[src/rtl/hazard_forward_unit.sv]
// Decode-stage hazard tracker: finds the youngest in-flight writer of each source, selects its stage for forwarding, and stalls on loads that are not ready yet.
// Optional build macro HAZARD_STALL_CNT_EN adds a saturating 16-bit stall_cnt output.
module hazard_forward_unit #(
    parameter int unsigned ADDR_W   = 5,
    parameter int unsigned DEPTH    = 3,
    parameter int unsigned LOAD_LAT = 1
) (
    input  logic                         clk,
    input  logic                         rst_n,
    input  logic                         issue_valid,
    input  logic                         issue_wen,
    input  logic [ADDR_W-1:0]            issue_wreg,
    input  logic                         issue_is_load,
    input  logic [ADDR_W-1:0]            src1,
    input  logic [ADDR_W-1:0]            src2,
    input  logic                         src1_used,
    input  logic                         src2_used,
    input  logic                         flush,
    output logic                         stall,
    output logic [$clog2(DEPTH+1)-1:0]   fwd_sel1,
    output logic [$clog2(DEPTH+1)-1:0]   fwd_sel2
`ifdef HAZARD_STALL_CNT_EN
    ,
    output logic [15:0]                  stall_cnt
`endif
);

    localparam int unsigned SEL_W = $clog2(DEPTH + 1);
    localparam int unsigned CNT_W = (LOAD_LAT > 0) ? $clog2(LOAD_LAT + 1) : 1;

    // Index 0 holds stage 1 (youngest writer).
    logic [DEPTH-1:0]  ent_valid;
    logic [ADDR_W-1:0] ent_wreg [DEPTH];
    logic [CNT_W-1:0]  ent_cnt  [DEPTH];

    logic [DEPTH-1:0]  hit1;
    logic [DEPTH-1:0]  hit2;
    logic [DEPTH-1:0]  pend;
    logic [SEL_W-1:0]  sel1;
    logic [SEL_W-1:0]  sel2;
    logic              busy1;
    logic              busy2;
    logic              push;
    logic [CNT_W-1:0]  push_cnt;

    // Per-entry source match and not-yet-ready flags.
    always_comb begin
        hit1 = '0;
        hit2 = '0;
        pend = '0;
        for (int k = 0; k < int'(DEPTH); k++) begin
            hit1[k] = ent_valid[k] && (ent_wreg[k] != '0) && (ent_wreg[k] == src1) && src1_used;
            hit2[k] = ent_valid[k] && (ent_wreg[k] != '0) && (ent_wreg[k] == src2) && src2_used;
            pend[k] = (ent_cnt[k] != '0);
        end
    end

    // Scan oldest to youngest so the youngest hit overrides any older one.
    always_comb begin
        sel1  = '0;
        sel2  = '0;
        busy1 = 1'b0;
        busy2 = 1'b0;
        for (int k = int'(DEPTH) - 1; k >= 0; k--) begin
            if (hit1[k]) begin
                sel1  = SEL_W'(k + 1);
                busy1 = pend[k];
            end
            if (hit2[k]) begin
                sel2  = SEL_W'(k + 1);
                busy2 = pend[k];
            end
        end
    end

    assign stall    = issue_valid & (busy1 | busy2);
    assign fwd_sel1 = sel1;
    assign fwd_sel2 = sel2;

    assign push     = issue_valid & issue_wen & ~stall;
    assign push_cnt = (push && issue_is_load) ? CNT_W'(LOAD_LAT) : '0;

    // Writer pipeline: shift each cycle, count down load latency, clear on flush.
    always_ff @(posedge clk or negedge rst_n) begin
        if (!rst_n) begin
            ent_valid <= '0;
            for (int k = 0; k < int'(DEPTH); k++) begin
                ent_wreg[k] <= '0;
                ent_cnt[k]  <= '0;
            end
        end else if (flush) begin
            ent_valid <= '0;
        end else begin
            ent_valid[0] <= push;
            ent_wreg[0]  <= issue_wreg;
            ent_cnt[0]   <= push_cnt;
            for (int k = 1; k < int'(DEPTH); k++) begin
                ent_valid[k] <= ent_valid[k-1];
                ent_wreg[k]  <= ent_wreg[k-1];
                ent_cnt[k]   <= (ent_cnt[k-1] != '0) ? ent_cnt[k-1] - CNT_W'(1) : '0;
            end
        end
    end

`ifdef HAZARD_STALL_CNT_EN
    // Saturating count of bubbles actually inserted (flush cycles excluded).
    always_ff @(posedge clk or negedge rst_n) begin
        if (!rst_n) begin
            stall_cnt <= '0;
        end else if (stall && !flush && (stall_cnt != 16'hFFFF)) begin
            stall_cnt <= stall_cnt + 16'd1;
        end
    end
`endif

endmodule

[config.mk]
export PLATFORM = sky130hd
export DESIGN_NAME = hazard_forward_unit
export DESIGN_NICKNAME = d
export VERILOG_FILES = /design/src/rtl/hazard_forward_unit.sv
export SDC_FILE = /design/constraint.sdc
export NUM_CORES = 1
export LEC_CHECK = 0
export ABC_CLOCK_PERIOD_IN_PS = 4310
export CAP_MARGIN = 20
export CORE_UTILIZATION = 40
export CTS_CLUSTER_SIZE = 25
export DETAILED_ROUTE_END_ITERATION = 7
export PLACE_DENSITY_LB_ADDON = 0.3
export SLEW_MARGIN = 5
export SYNTH_ARGS = -nofsm -noshare
export SYNTH_HDL_FRONTEND = slang
export SYNTH_SLANG_ARGS = --single-unit
[constraint.sdc]
create_clock -name clk -period 4.31 [get_ports clk]
set_clock_uncertainty 0.05 [all_clocks]
set_input_delay 0.862 -clock clk [delete_from_list [all_inputs] [get_ports clk]]
set_output_delay 0.862 -clock clk [all_outputs]
set_load 0.05 [all_outputs]
==> results.tsv, run 1 <==
stage	metric	value	unit
pwr	pwr-share-comb	24.5	%
floorplan	die-height	55.3	µm
sta	finalHoldViolCount	0	
global_routing	antenna_found_initial	0	
worst_setup_path	critPathRequiredTime	3.40	ns
worst_setup_path	crit_slowest_cell	clkdlybuf4s50_1	
pwr	clkPwrFrac	20.6	%
layout	diodes	0	
clock_network	cts_buffers	3	
synth	seq_area_frac_synth	41.8	%
global_routing	grt_pass1_wl	4020	µm
detailed_routing	drt_iter0_markers	5	
layout	utilization	56.5	%
worst_setup_path	end_kind	output pin	
floorplan	num_rows	18	
synth	ys_types	21	
pwr	seqPwrFrac	54.8	%
placed_design	place.gp.congestion	0.884	
clock_network	worstSkewPairLatency	0.30	ns
clock_network	clk_path_buf_depth	2	
global_routing	grt_start_max_net_pins	21	
pwr	power.switching	0.129	mW
worst_setup_path	cp_slowest_stage_delay	0.83	ns
worst_setup_path	critPathLaunchType	input pin	
min_path	hold_path_class	flip-flop to flip-flop	
floorplan	die_w	55.3	µm
layout	drive_above_1_share	15.8	%
sta	setup_tns	0	ns
worst_setup_path	path_cells	clkdlybuf4s50_1 -> xor2_1 -> nor4_1 -> nand4_1 -> o21ai_0 -> clkdlybuf4s50_1	
clock_network	cts.sinks	19	
global_routing	grt_util_all_layers	16.8	%
clock_network	path_clk_slew	0.10	ns
synth	yosysTopAreaCellShare	41.8	%
pwr	intPower	0.299	mW
sta	setup_viol	0	
placed_design	post-place-ws	0.315	ns
detailed_routing	viasPerCell	5.21	
pwr	leakagePower	0.574	nW
layout	finalNetCount	157	
synth	yosys_warnings	0	
clock_network	cts_hold_buf	0	
worst_setup_path	cp_max_fo	3	
floorplan	die_area	3060	µm²
floorplan	pin_count	28	
detailed_routing	vias	849	
floorplan	core	2590	µm²
detailed_routing	first_pass_iters	4	
sta	rsz0062_at_grt	false	
synth	yosys.area.top_type	dfrtp_1	
worst_setup_path	crit_type	input pin to output pin	
sta	fmaxAchievable	250	MHz
sta	finalCritPeriodShare	92.7	%
sta	maxSlewHeadroom	44.5	%
clock_network	cts_root_buffer	clkbuf_4	
pwr	p_per_area	293	nW/µm²
run_status	status	completed	
global_routing	grt_pass1_vias	879	
sta	period_needed	3.99	ns
synth	synth_fp_nets	127	
layout	areaGrowthSynthToFinish	28.6	%
detailed_routing	drcViolationCount	0	
flow_run	cap_violations	0	
detailed_routing	ant_nets	0	
synth	synth_area_leaders	dfrtp_1, xor2_1, mux2_2, xnor2_1, nor4_1	
pwr	ir_drop	0.185	mV
detailed_routing	routedWlPerCell	14.4	µm
sta	layout_setup_ws	0.316	ns
clock_network	cts_resized	0	
detailed_routing	wl	2340	µm
sta	tightest_slew	0.831	ns
clock_network	cts_max_level	1	
placed_design	io_buffers	27	
floorplan	start_util	43.9	%
worst_setup_path	crit_top_cell	clkdlybuf4s50_1	
clock_network	cts_tree	built	
synth	ys_ff_latch	19	
placed_design	hpwl	1850	µm
synth	avgSynthCellArea	10.9	µm²
worst_setup_path	cp.arrival	3.08	ns
synth	syn-cell-area	1140	µm²
global_routing	grt_remaining_overflow	0	
clock_network	cts_setup_buffers	0	
synth	syn_inst	104	
pwr	switching_share	30.2	%
sta	drv_slew	0	
-- power groups by stage --
stage          Combinational (mW)  Sequential, mW  Clock [mW]
5_1_grt                     0.116           0.240       0.101
2_1_floorplan              0.0679           0.229           0
6_report                    0.105           0.235      0.0884
4_1_cts                     0.106           0.235      0.0940
3_5_place_dp                0.106           0.239           0
3_3_place_gp                0.102           0.238           0
-- flip-flops by register name, indices dropped and copies added (netlist names) --
register	count
ent_cnt	1
ent_valid	3
ent_wreg	15
-- placed cells by master (no fill, tap or decap) --
cell type,instances
nor4_1,6
nor2b_1,2
clkdlybuf4s50_1,26
nor2_1,3
nand4_1,4
inv_1,1
or4_1,2
o21ai_4,1
clkbuf_4,3
o41ai_1,1
o21ai_1,2
a21boi_1,1
o21ai_0,2
xor2_1,22
nand2_1,5
xnor2_1,8
nor3_1,2
buf_4,1
clkinv_2,1
o21a_1,1
dfrtp_1,19
mux2_2,15
and2_1,3
nand3_1,2
-- layer usage --
metal / vias to the layer above / wire (µm) / track usage (%)
met5: - / 0 / 0
met4: 0 / 52 / 8.57
met3: 5 / 69 / 1.64
met2: 18 / 1110 / 28.1
met1: 402 / 1100 / 21.4
li1: 424 / - / -
-- through the flow --
| stage | area (µm²) | std cells | hold WS (ns) | total power, mW |
|---|---|---|---|---|
| after floorplan | 1140 | 104 | 0.387 | 0.297 |
| final | 1460 | 163 | 0.451 | 0.429 |
| after detailed placement | 1440 | 159 | 0.426 | 0.345 |
| after CTS | 1460 | 163 | 0.450 | 0.435 |
| after global routing | 1460 | 163 | 0.469 | 0.456 |
| after global placement | 1440 | 159 | 0.406 | 0.340 |
-- worst max-delay path, delay by kind of cell --
kind                   cells  cell delay, ns
AO/OA/AOI/OAI              1            0.21
XOR/XNOR                   1            0.20
buffers and inverters      2            1.32
AND/OR/NAND/NOR            2            0.49
-- cells by family after synthesis --
group,share of synthesized area [%]
XOR/XNOR,23.1
AND/OR/NAND/NOR,14.0
flip-flops,41.8
multiplexers,14.9
AO/OA/AOI/OAI,5.28
buffers and inverters,0.990
-- Yosys cell counts --
master	count
o21a_1	1
o21ai_4	1
clkbuf_1	2
nand4_1	4
a21boi_1	1
and2_1	3
nor2_1	3
nor2b_1	2
o21ai_0	2
o41ai_1	1
inv_1	1
mux2_2	15
or4_1	2
dfrtp_1	19
nand2_1	5
nor3_1	2
nor4_1	6
nand3_1	2
xor2_1	22
o21ai_1	2
xnor2_1	8
-- cell type report --
type	instances	area [µm²]
Multi-Input combinational cell	82	651
Clock inverter	1	5.00
Sequential cell	19	475
Fill cell	226	1130
Timing Repair Buffer	27	268
Clock buffer	3	22.5
Inverter	1	3.75
Tap cell	30	37.5
-- worst paths after layout --
path / start / endpoint / slack [ns] / cells after the start
max reg2reg: ent_wreg[14] / ent_cnt[2] / 2.64 / 5
min in group asynchronous: rst_n / ent_wreg[12] / 0.98 / 1
max in group asynchronous: rst_n / ent_valid[1] / 2.72 / 1
min: ent_cnt[2] / ent_cnt[2] / 0.45 / 2
max: src1[2] / fwd_sel1[0] / 0.32 / 6
min reg2reg: ent_cnt[2] / ent_cnt[2] / 0.45 / 2
(Power assumes the default switching activity.)
==> run 2: changes to the inputs <==
Settings changed: ABC_CLOCK_PERIOD_IN_PS 4310 to 4650.
Clock period 4.31 ns to 4.65 ns, I/O delays scaled along.
==> run 2 against run 1 <==
  * Routed wire length shrank 1.9%
  * Non-clock buffer count stayed put
  * Highest routed layer unchanged
  * Combinational power is 8% lower
  * Critical path depth grew 1
  * Core utilization about the same
  * Clock power is 8.6% lower
  * Final cell count stayed put
==> results.tsv, run 2 (synthesized netlist as in run 1, its figures left out) <==
stage	metric	value	unit	change
clock_network	cts_setup_buffers	0		unchanged
detailed_routing	wl	2300	µm	-1.9%
layout	final_common_cell	clkdlybuf4s50_1		
clock_network	worstSkewPairLatency	0.28	ns	-0.02 ns
clock_network	cts_max_level	1		unchanged
worst_setup_path	cp_slowest_stage_delay	0.79	ns	-0.04 ns
placed_design	post_dp_cell_area	1440	µm²	+0.17%
layout	largest_register_ffs	15		unchanged
pwr	switching_share	29.5	%	-0.68 points
detailed_routing	drcViolationCount	0		unchanged
clock_network	cts_buffers	3		unchanged
sta	finalCritPeriodShare	93.0	%	
placed_design	place.gp.congestion	0.940		+6.3%
clock_network	cts.sinks	19		unchanged
sta	layout_setup_ws	0.328	ns	+0.0113 ns
worst_setup_path	critical-path-top-delay-family	buffers and inverters		
floorplan	start_util	43.9	%	unchanged
global_routing	grt_pass1_vias	849		-3.4%
detailed_routing	vias	879		+3.5%
worst_setup_path	crit_top_cell	clkdlybuf4s50_1		
pwr	fin_total_pwr	0.395	mW	-7.8%
pwr	seqPwrFrac	55.2	%	+0.4 points
clock_network	clk_path_buf_depth	2		unchanged
layout	finalNonFillerCells	163		unchanged
flow_run	cap_violations	0		unchanged
placed_design	hpwl	1840	µm	-0.35%
floorplan	die-height	55.3	µm	unchanged
clock_network	cts_hold_buf	0		unchanged
layout	final.fill_count	227		+0.44%
worst_setup_path	end_kind	output pin		
layout	finalNetCount	157		unchanged
clock_network	cts_tree	built		
global_routing	grtUsageMet2	25.6	%	-2.4 points
floorplan	num_rows	18		unchanged
sta	finalHoldViolCount	0		unchanged
layout	final_area	1460	µm²	about the same
clock_network	path_clk_slew	0.10	ns	about the same
worst_setup_path	critPathLaunchType	input pin		
min_path	hp-start	ent_cnt[2]		
placed_design	post-place-ws	0.355	ns	+0.0403 ns
global_routing	grt_remaining_overflow	0		unchanged
sta	period_needed	4.32	ns	
sta	fmaxAchievable	231	MHz	
worst_setup_path	critPathRequiredTime	3.67	ns	+0.27 ns
worst_setup_path	reg2reg_depth	5		unchanged
floorplan	die_area	3060	µm²	unchanged
detailed_routing	drt_iter0_markers	6		+1
layout	top_regs	ent_wreg x15, ent_valid x3, ent_cnt x1		
detailed_routing	viasPerCell	5.39		+3.5%
worst_setup_path	cp_max_fo	3		unchanged
sta	drv_slew	0		unchanged
layout	diodes	0		unchanged
global_routing	grt_use_met1	22.8	%	+1.4 points
detailed_routing	first_pass_iters	4		unchanged
global_routing	gr-usage-met3	3.51	%	+1.9 points
pwr	ir_drop	0.213	mV	+15%
floorplan	pin_count	28		unchanged
global_routing	grt_util_all_layers	16.5	%	-0.26 points
worst_setup_path	crit_type	input pin to output pin		
pwr	pwr-share-comb	24.4	%	about the same
floorplan	core	2590	µm²	unchanged
layout	drive_above_1_share	14.3	%	-1.5 points
layout	areaGrowthSynthToFinish	28.7	%	about the same
worst_setup_path	cp.arrival	3.34	ns	+0.26 ns
global_routing	grt_pass1_wl	4020	µm	unchanged
pwr	leakagePower	0.569	nW	-0.84%
detailed_routing	routedWlPerCell	14.1	µm	-1.9%
min_path	min_to	ent_cnt[2]		
worst_setup_path	path_cells	clkdlybuf4s50_1 -> xor2_1 -> nor4_1 -> nand4_1 -> a21boi_1 -> and2_1 -> clkdlybuf4s50_1		
layout	final_cell_mix	clkdlybuf4s50_1, xor2_1, dfrtp_1		
pwr	clkPwrFrac	20.4	%	-0.2 points
worst_setup_path	worst-path-buf-inv	2		unchanged
sta	setup_tns	0	ns	unchanged
placed_design	io_buffers	27		unchanged
layout	top_register	ent_wreg		
clock_network	cts_resized	0		unchanged
global_routing	grt_start_max_net_pins	21		unchanged
worst_setup_path	r2r_setup_slack	2.89	ns	+0.25 ns
global_routing	busiest_layer	met2		
pwr	intPower	0.278	mW	-6.9%
run_status	status	completed		
clock_network	cts_root_buffer	clkbuf_4		
sta	maxSlewHeadroom	43.8	%	-0.68 points
worst_setup_path	crit_slowest_cell	clkdlybuf4s50_1		
floorplan	die_w	55.3	µm	unchanged
worst_setup_path	r2r_start	ent_wreg[14]		
detailed_routing	ant_nets	0		unchanged
placed_design	dp.cells	159		unchanged
pwr	power.switching	0.117	mW	-9.9%
sta	rsz0062_at_grt	false		
pwr	p_per_area	270	nW/µm²	-7.9%
worst_setup_path	rr_endpoint	ent_cnt[2]		
min_path	hold_path_class	flip-flop to flip-flop		
global_routing	antenna_found_initial	0		unchanged
min_path	min_path_cells	2		unchanged
sta	tightest_slew	0.841	ns	+0.0102 ns
sta	setup_viol	0		unchanged
-- run 2: cell count changes in the layout (fill, tap and decap cells not counted), sizes merged --
cell,previous run,this run
clkdlybuf4s50,26,27
clkbuf,3,4
buf,1,0
clkinv,1,0
-- run 2: layer usage --
layer,routed length [µm],vias to the layer above
met5,0,-
met4,18,0
met3,77,2
met2,1090,21
met1,1110,427
li1,-,429
-- run 2: power groups by stage --
stage	clock, mW	combinational [mW]	sequential, mW
3_5_place_dp	0	0.0970	0.222
5_1_grt	0.0886	0.107	0.223
4_1_cts	0.0840	0.0974	0.218
6_report	0.0808	0.0963	0.218
2_1_floorplan	0	0.0630	0.212
3_3_place_gp	0	0.0947	0.221
-- run 2: area by class of cell --
class,count,area (µm²),share of cell area (%)
Multi-Input combinational cell,82,651,44.4
Sequential cell,19,475,32.5
Timing Repair Buffer,27,270,18.5
Tap cell,30,37.5,2.56
Clock buffer,4,26.3,1.79
Inverter,1,3.75,0.256
-- run 2: per-stage QoR --
step / hold slack (ns) / utilization [%]
after floorplan: 0.387 / -
after global placement: 0.404 / 55.5
after detailed placement: 0.440 / 55.5
after CTS: 0.463 / 56.5
after global routing: 0.488 / 56.5
final: 0.457 / 56.5
-- run 2: worst max path at each step --
stage | startpoint | to | slack, ns | cells past startpoint
2_1_floorplan | src1[2] | fwd_sel1[0] | 1.10 | 4
3_3_place_gp | src1[3] | stall | 0.43 | 7
3_5_place_dp | src2[2] | stall | 0.36 | 7
4_1_cts | src2[2] | stall | 0.33 | 7
5_1_grt | src2[2] | stall | 0.22 | 7
6_report | src2[4] | stall | 0.33 | 7
-- run 2: worst register-to-register path, delay by kind of cell (launching register included) --
| family | cells | cell delay (ns) |
|---|---|---|
| and+or+nand+nor | 2 | 0.52 |
| DFF | 1 | 0.46 |
| xor gates and xnor gates | 1 | 0.19 |
| AOI/OAI and AO/OA | 2 | 0.39 |
==> run 3: changes to the inputs <==
Settings changed: ABC_CLOCK_PERIOD_IN_PS 4650 to 3660.
Clock period 4.65 ns to 3.66 ns, I/O delays scaled along.
==> run 3 against run 2 <==
  * Hold slack worse by 0.019 ns
  * Power up 29%
  * Design area up 3.5%
  * First-iteration DRC count rose to 4.5 times the previous value
  * Combinational power up 30%
  * Flip-flop and latch count unchanged
  * Non-clock buffer count unchanged
  * Count of clock-buffer cells in the layout down 1
  * Critical path type unchanged
  * Largest power group unchanged
==> results.tsv, run 3 (synthesized netlist as in run 1, its figures left out) <==
stage	metric	value	unit	change
pwr	ir_drop	0.228	mV	+6.7%
pwr	p_per_area	336	nW/µm²	+25%
detailed_routing	wl	2380	µm	+3.6%
sta	period_needed	3.29	ns	
min_path	hold_path_class	flip-flop to flip-flop		
detailed_routing	first_pass_iters	4		unchanged
layout	largest_register_ffs	15		unchanged
sta	rsz0062_at_grt	false		
floorplan	die-height	55.3	µm	unchanged
clock_network	cts_hold_buf	0		unchanged
sta	setup_viol	0		unchanged
run_status	status	completed		
global_routing	grt_start_max_net_pins	21		unchanged
floorplan	pin_count	28		unchanged
clock_network	cts_resized	0		unchanged
placed_design	hpwl	1890	µm	+2.4%
pwr	leakagePower	0.596	nW	+4.6%
detailed_routing	drcViolationCount	0		unchanged
clock_network	clk_path_buf_depth	2		unchanged
sta	hold-worst-slack	0.437	ns	-0.0194 ns
worst_setup_path	crit_type	input pin to output pin		
layout	top_register	ent_wreg		
layout	final_cell_mix	xor2_1, clkdlybuf4s50_1, dfrtp_1		
placed_design	io_buffers	27		unchanged
global_routing	grt_util_all_layers	17.3	%	+0.84 points
clock_network	cts_max_level	1		unchanged
clock_network	cts_buffers	3		unchanged
clock_network	cts_setup_buffers	0		unchanged
layout	top_regs	ent_wreg x15, ent_valid x3, ent_cnt x1		
sta	maxSlewHeadroom	43.8	%	+0.046 points
flow_run	cap_violations	0		unchanged
worst_setup_path	cp_max_fo	3		unchanged
sta	finalCritPeriodShare	90.0	%	
global_routing	antenna_found_initial	0		unchanged
sta	tightest_slew	0.840	ns	-0.000686 ns
global_routing	grt_pass1_wl	4170	µm	+4.0%
clock_network	cts_tree	built		
worst_setup_path	critPathLaunchType	input pin		
layout	areaGrowthSynthToFinish	33.2	%	
clock_network	worstSkewPairLatency	0.30	ns	+0.02 ns
layout	diodes	0		unchanged
detailed_routing	drt_iter0_markers	27		+21
global_routing	grt_pass1_vias	887		+4.5%
floorplan	die_area	3060	µm²	unchanged
layout	finalNetCount	157		unchanged
sta	setup_tns	0	ns	unchanged
worst_setup_path	end_kind	output pin		
floorplan	num_rows	18		unchanged
sta	drv_slew	0		unchanged
sta	finalHoldViolCount	0		unchanged
worst_setup_path	cp.arrival	2.51	ns	-0.83 ns
global_routing	grt_remaining_overflow	0		unchanged
floorplan	start_util	43.9	%	unchanged
sta	fmaxAchievable	304	MHz	
detailed_routing	ant_nets	0		unchanged
worst_setup_path	critPathRequiredTime	2.88	ns	-0.79 ns
detailed_routing	vias	885		+0.68%
layout	drive_above_1_share	18.8	%	+4.5 points
detailed_routing	viasPerCell	5.43		+0.68%
layout	utilization	58.5	%	+2.0 points
floorplan	core	2590	µm²	unchanged
clock_network	path_clk_slew	0.10	ns	about the same
clock_network	cts_root_buffer	clkbuf_4		
placed_design	place.gp.congestion	0.869		-7.6%
floorplan	die_w	55.3	µm	unchanged
clock_network	cts.sinks	19		unchanged
detailed_routing	routedWlPerCell	14.6	µm	+3.6%
## run 3: per-stage QoR
stage	cell area (µm²)	setup WS, ns	cells	power, mW
floorplan	1140	0.502	104	0.349
detailed placement	1490	0.370	159	0.406
CTS	1520	0.365	163	0.516
global placement	1490	0.424	159	0.402
global route	1520	0.213	163	0.544
finish	1520	0.367	163	0.509
## run 3: final timing paths
check | start | to | slack [ns] | depth (start not counted)
max | src2[4] | stall | 0.37 | 7
min | ent_cnt[2] | ent_cnt[2] | 0.44 | 2
max reg2reg | ent_wreg[14] | ent_cnt[2] | 1.96 | 5
min reg2reg | ent_cnt[2] | ent_cnt[2] | 0.44 | 2
max in group asynchronous | rst_n | ent_valid[0] | 2.20 | 1
min in group asynchronous | rst_n | ent_wreg[13] | 0.85 | 1
## run 3: worst max-delay path: stages
cell and delay (ns):
clkdlybuf4s50_1 0.49, xor2_1 0.18, nor4_1 0.28, nand4_1 0.20
a21boi_1 0.27, and2_1 0.21, buf_12 0.14
## run 3: per-layer routing
layer	routed length, µm	global-route usage [%]	up-vias
met5	0	0	-
met4	23	4.64	0
met3	102	4.92	4
met2	1110	27.2	21
met1	1140	23.4	433
li1	-	-	427
## run 3: where the power goes
group | total [mW] | internal [mW] | switching (mW)
registers | 0.278 | 0.236 | 0.0421
clock network | 0.107 | 0.0408 | 0.0659
logic | 0.125 | 0.0761 | 0.0485
## run 3: final cells by class
class / instances / area [µm²]
sequential: 19 / 475
clock inverter: 1 / 5.00
multi-input combinational: 82 / 651
fill: 219 / 1070
tap: 30 / 37.5
clock buffer: 3 / 22.5
inverter: 1 / 3.75
timing repair buffer: 27 / 320
==> variant: new RTL, config.mk and constraints of run 3 <==
The parameter `ADDR_W` goes from 5 to 6.
--- a/src/rtl/hazard_forward_unit.sv
+++ b/src/rtl/hazard_forward_unit.sv
@@ -1,7 +1,7 @@
 // Decode-stage hazard tracker: finds the youngest in-flight writer of each source, selects its stage for forwarding, and stalls on loads that are not ready yet.
 // Optional build macro HAZARD_STALL_CNT_EN adds a saturating 16-bit stall_cnt output.
 module hazard_forward_unit #(
-    parameter int unsigned ADDR_W   = 5,
+    parameter int unsigned ADDR_W   = 6,
     parameter int unsigned DEPTH    = 3,
     parameter int unsigned LOAD_LAT = 1
 ) (
Ports: changed (resized issue_wreg, src1 and src2); port bits go from 28 to 31. No check against the original RTL was run, so the function may have changed too.
==> variant against run 3 <==
Total power increased by 17%; maximum frequency decreased by 3.1%; sequential share of layout area increased by 0.072 points; routed wire length increased by 17%; die area increased by 16%; combinational power increased by 34%; worst hold slack improved by 0.014 ns; synthesized area increased by 17%; sequential cell count increased by 3; setup slack got worse by 0.11 ns; critical path depth unchanged; final area increased by 16%.
==> variant: results (changes against run 3) <==
cts:
  cts-root-buf: "clkbuf_4"
  htree_levels: 1  # unchanged
  clk_pin_slew_ns: 0.11
  cts_buffer_depth: 2  # unchanged
  cts-buffers-inserted: 3  # unchanged
  ctsResizeCount: 0  # unchanged
  postCtsSetupRepairBufs: 0  # unchanged
  clk_latency_ns: 0.29
worst_setup_path:
  rr_startpoint: "ent_wreg[14]$_DFFE_PN0N_"
  crit_start: "src2[5]"
  worstPathArrival_ns: 2.62  # +0.11 ns
  max_stage_delay_ns: 0.56  # +0.07 ns
  reg2regPathDepth: 5  # unchanged
  crit_path_max_fanout: 3  # unchanged
  r2r_end: "ent_cnt[2]$_DFFE_PN0N_"
  reg2reg_slack_ns: 1.76  # -0.20 ns
  slowest_stage: "clkdlybuf4s50_1"
final_layout:
  final_nets: 175  # +11%
  diodes: 0  # unchanged
  reg_top3: "ent_wreg: 18 flops, ent_valid: 3 flops, ent_cnt: 1 flops"
  nFillCells: 287  # +31%
  drive_gt1_frac: 0.2381  # +0.05013
sta:
  whs_ns: 0.4508  # +0.01358 ns
  relSlewSlack: 0.3527  # -0.08544
drt:
  routedWlPerCell_um: 14.53  # -0.38%
  drt_wl_total_um: 2776  # +17%
  drt-pass1-iter-count: 4  # unchanged
  drtIter0Drc: 12  # -56%
  viasPerCell: 5.188  # -4.4%
synth:
  dominantRegCellSynth: "dfrtp_1"
  ys_seq_area_frac: 0.4155  # -0.002555
  synth_cell_types: 20  # -4.8%
  yosys_warnings: 0  # unchanged
  synthArstFlopShare: 1.000  # unchanged
  syn_nets: 141  # +11%
  postSynthCellCount: 115  # +11%
  synth_commonest_cells: "xnor2_1 (36), dfrtp_1 (22), mux2_2 (18)"
  synth_area_leaders: "dfrtp_1 (42%), xnor2_1 (24%), mux2_2 (15%)"
power_and_ir_drop:
  power.leakage_nw: 0.6304  # +5.8%
  ir_worst_vdd_uv: 154.5  # -32%
min_path:
  min_from: "ent_cnt[2]$_DFFE_PN0N_"
  min_path_type: "flop to flop"
  worstHoldPathCells: 2  # unchanged
  holdPathEnd: "ent_cnt[2]$_DFFE_PN0N_"
global_route:
  grt_first_pass_wirelength_um: 4588  # +9.9%
  grt_max_degree: 24  # +14%
  antenna_found_initial: 0  # unchanged
  grt_pass1_vias: 1025  # +16%
  grtUsageTotal: 0.1757  # +0.002304
placed_design:
  dp_hpwl_um: 2258  # +20%
  gp_congestion: 0.8688  # about the same
  pre_cts_slack_ns: 0.2680  # -0.1016 ns
  port_buffers: 30  # +11%
  dp.cells: 187  # +18%
status:
  outcome: "finished clean"
[variant: cell types whose count changed in the layout (fill, tap and decap cells not counted), moves of 3 or more]
cell / delta
nand3_1: +4
and2_1: -3
mux2_2: +3
xor2_1: -22
xnor2_1: +28
nor4_1: -6
nor3_1: +3
nand2_1: -3
o41ai_2: +3
clkdlybuf4s50_1: +3
nor2_1: -3
dfrtp_1: +3
[variant: cells by family after synthesis]
| group | after synthesis | synth area share |
|---|---|---|
| compound gates | 9 | 0.06610 |
| xor+xnor | 36 | 0.2380 |
| buf+inv | 3 | 0.008490 |
| flops | 22 | 0.4155 |
| mux | 18 | 0.1530 |
| simple gates | 27 | 0.1190 |
[variant: critical path, delay by kind of cell]
kind,cells,cell delay (ns)
compound gates,1,0.22
simple gates,3,0.80
xor+xnor,1,0.17
buf+inv,2,0.69
[variant: worst max path at each step]
stage	slack, ns	end	depth (start not counted)
3_3_place_gp	0.30	stall	7
3_5_place_dp	0.27	stall	7
4_1_cts	0.25	stall	7
6_report	0.26	stall	7
5_1_grt	0.18	stall	7
2_1_floorplan	0.66	fwd_sel1[0]	4
[variant: report_power, final]
part	internal [mW]	switching, mW	leakage, nW
Combinational	0.107	0.0617	0.351
Sequential	0.274	0.0481	0.266
Clock	0.0382	0.0660	0.0138
[variant: cell type report]
type	count	area share
flip-flops and latches	22	0.3145
clock buffers	3	0.01287
repair buffers	31	0.1944
inverters	1	0.002144
multi-input cells	90	0.4446
well taps	44	0.03145
[variant: metrics by stage]
step / util / area (um^2)
after global routing: 0.5641 / 1750
after detailed placement: 0.5520 / 1713
after global placement: 0.5520 / 1713
after CTS: 0.5593 / 1735
after floorplan: - / 1340
final: 0.5641 / 1750
[variant: per-layer routing]
metal  GRT usage  wire length (um)  vias to the layer above  share of wire
met5           0                 0                        -              0
li1            -                 -                      481              -
met3     0.01965               129                        4          0.046
met4     0.06977                33                        0          0.012
met1      0.2320              1293                      479           0.47
met2      0.2937              1320                       27           0.48
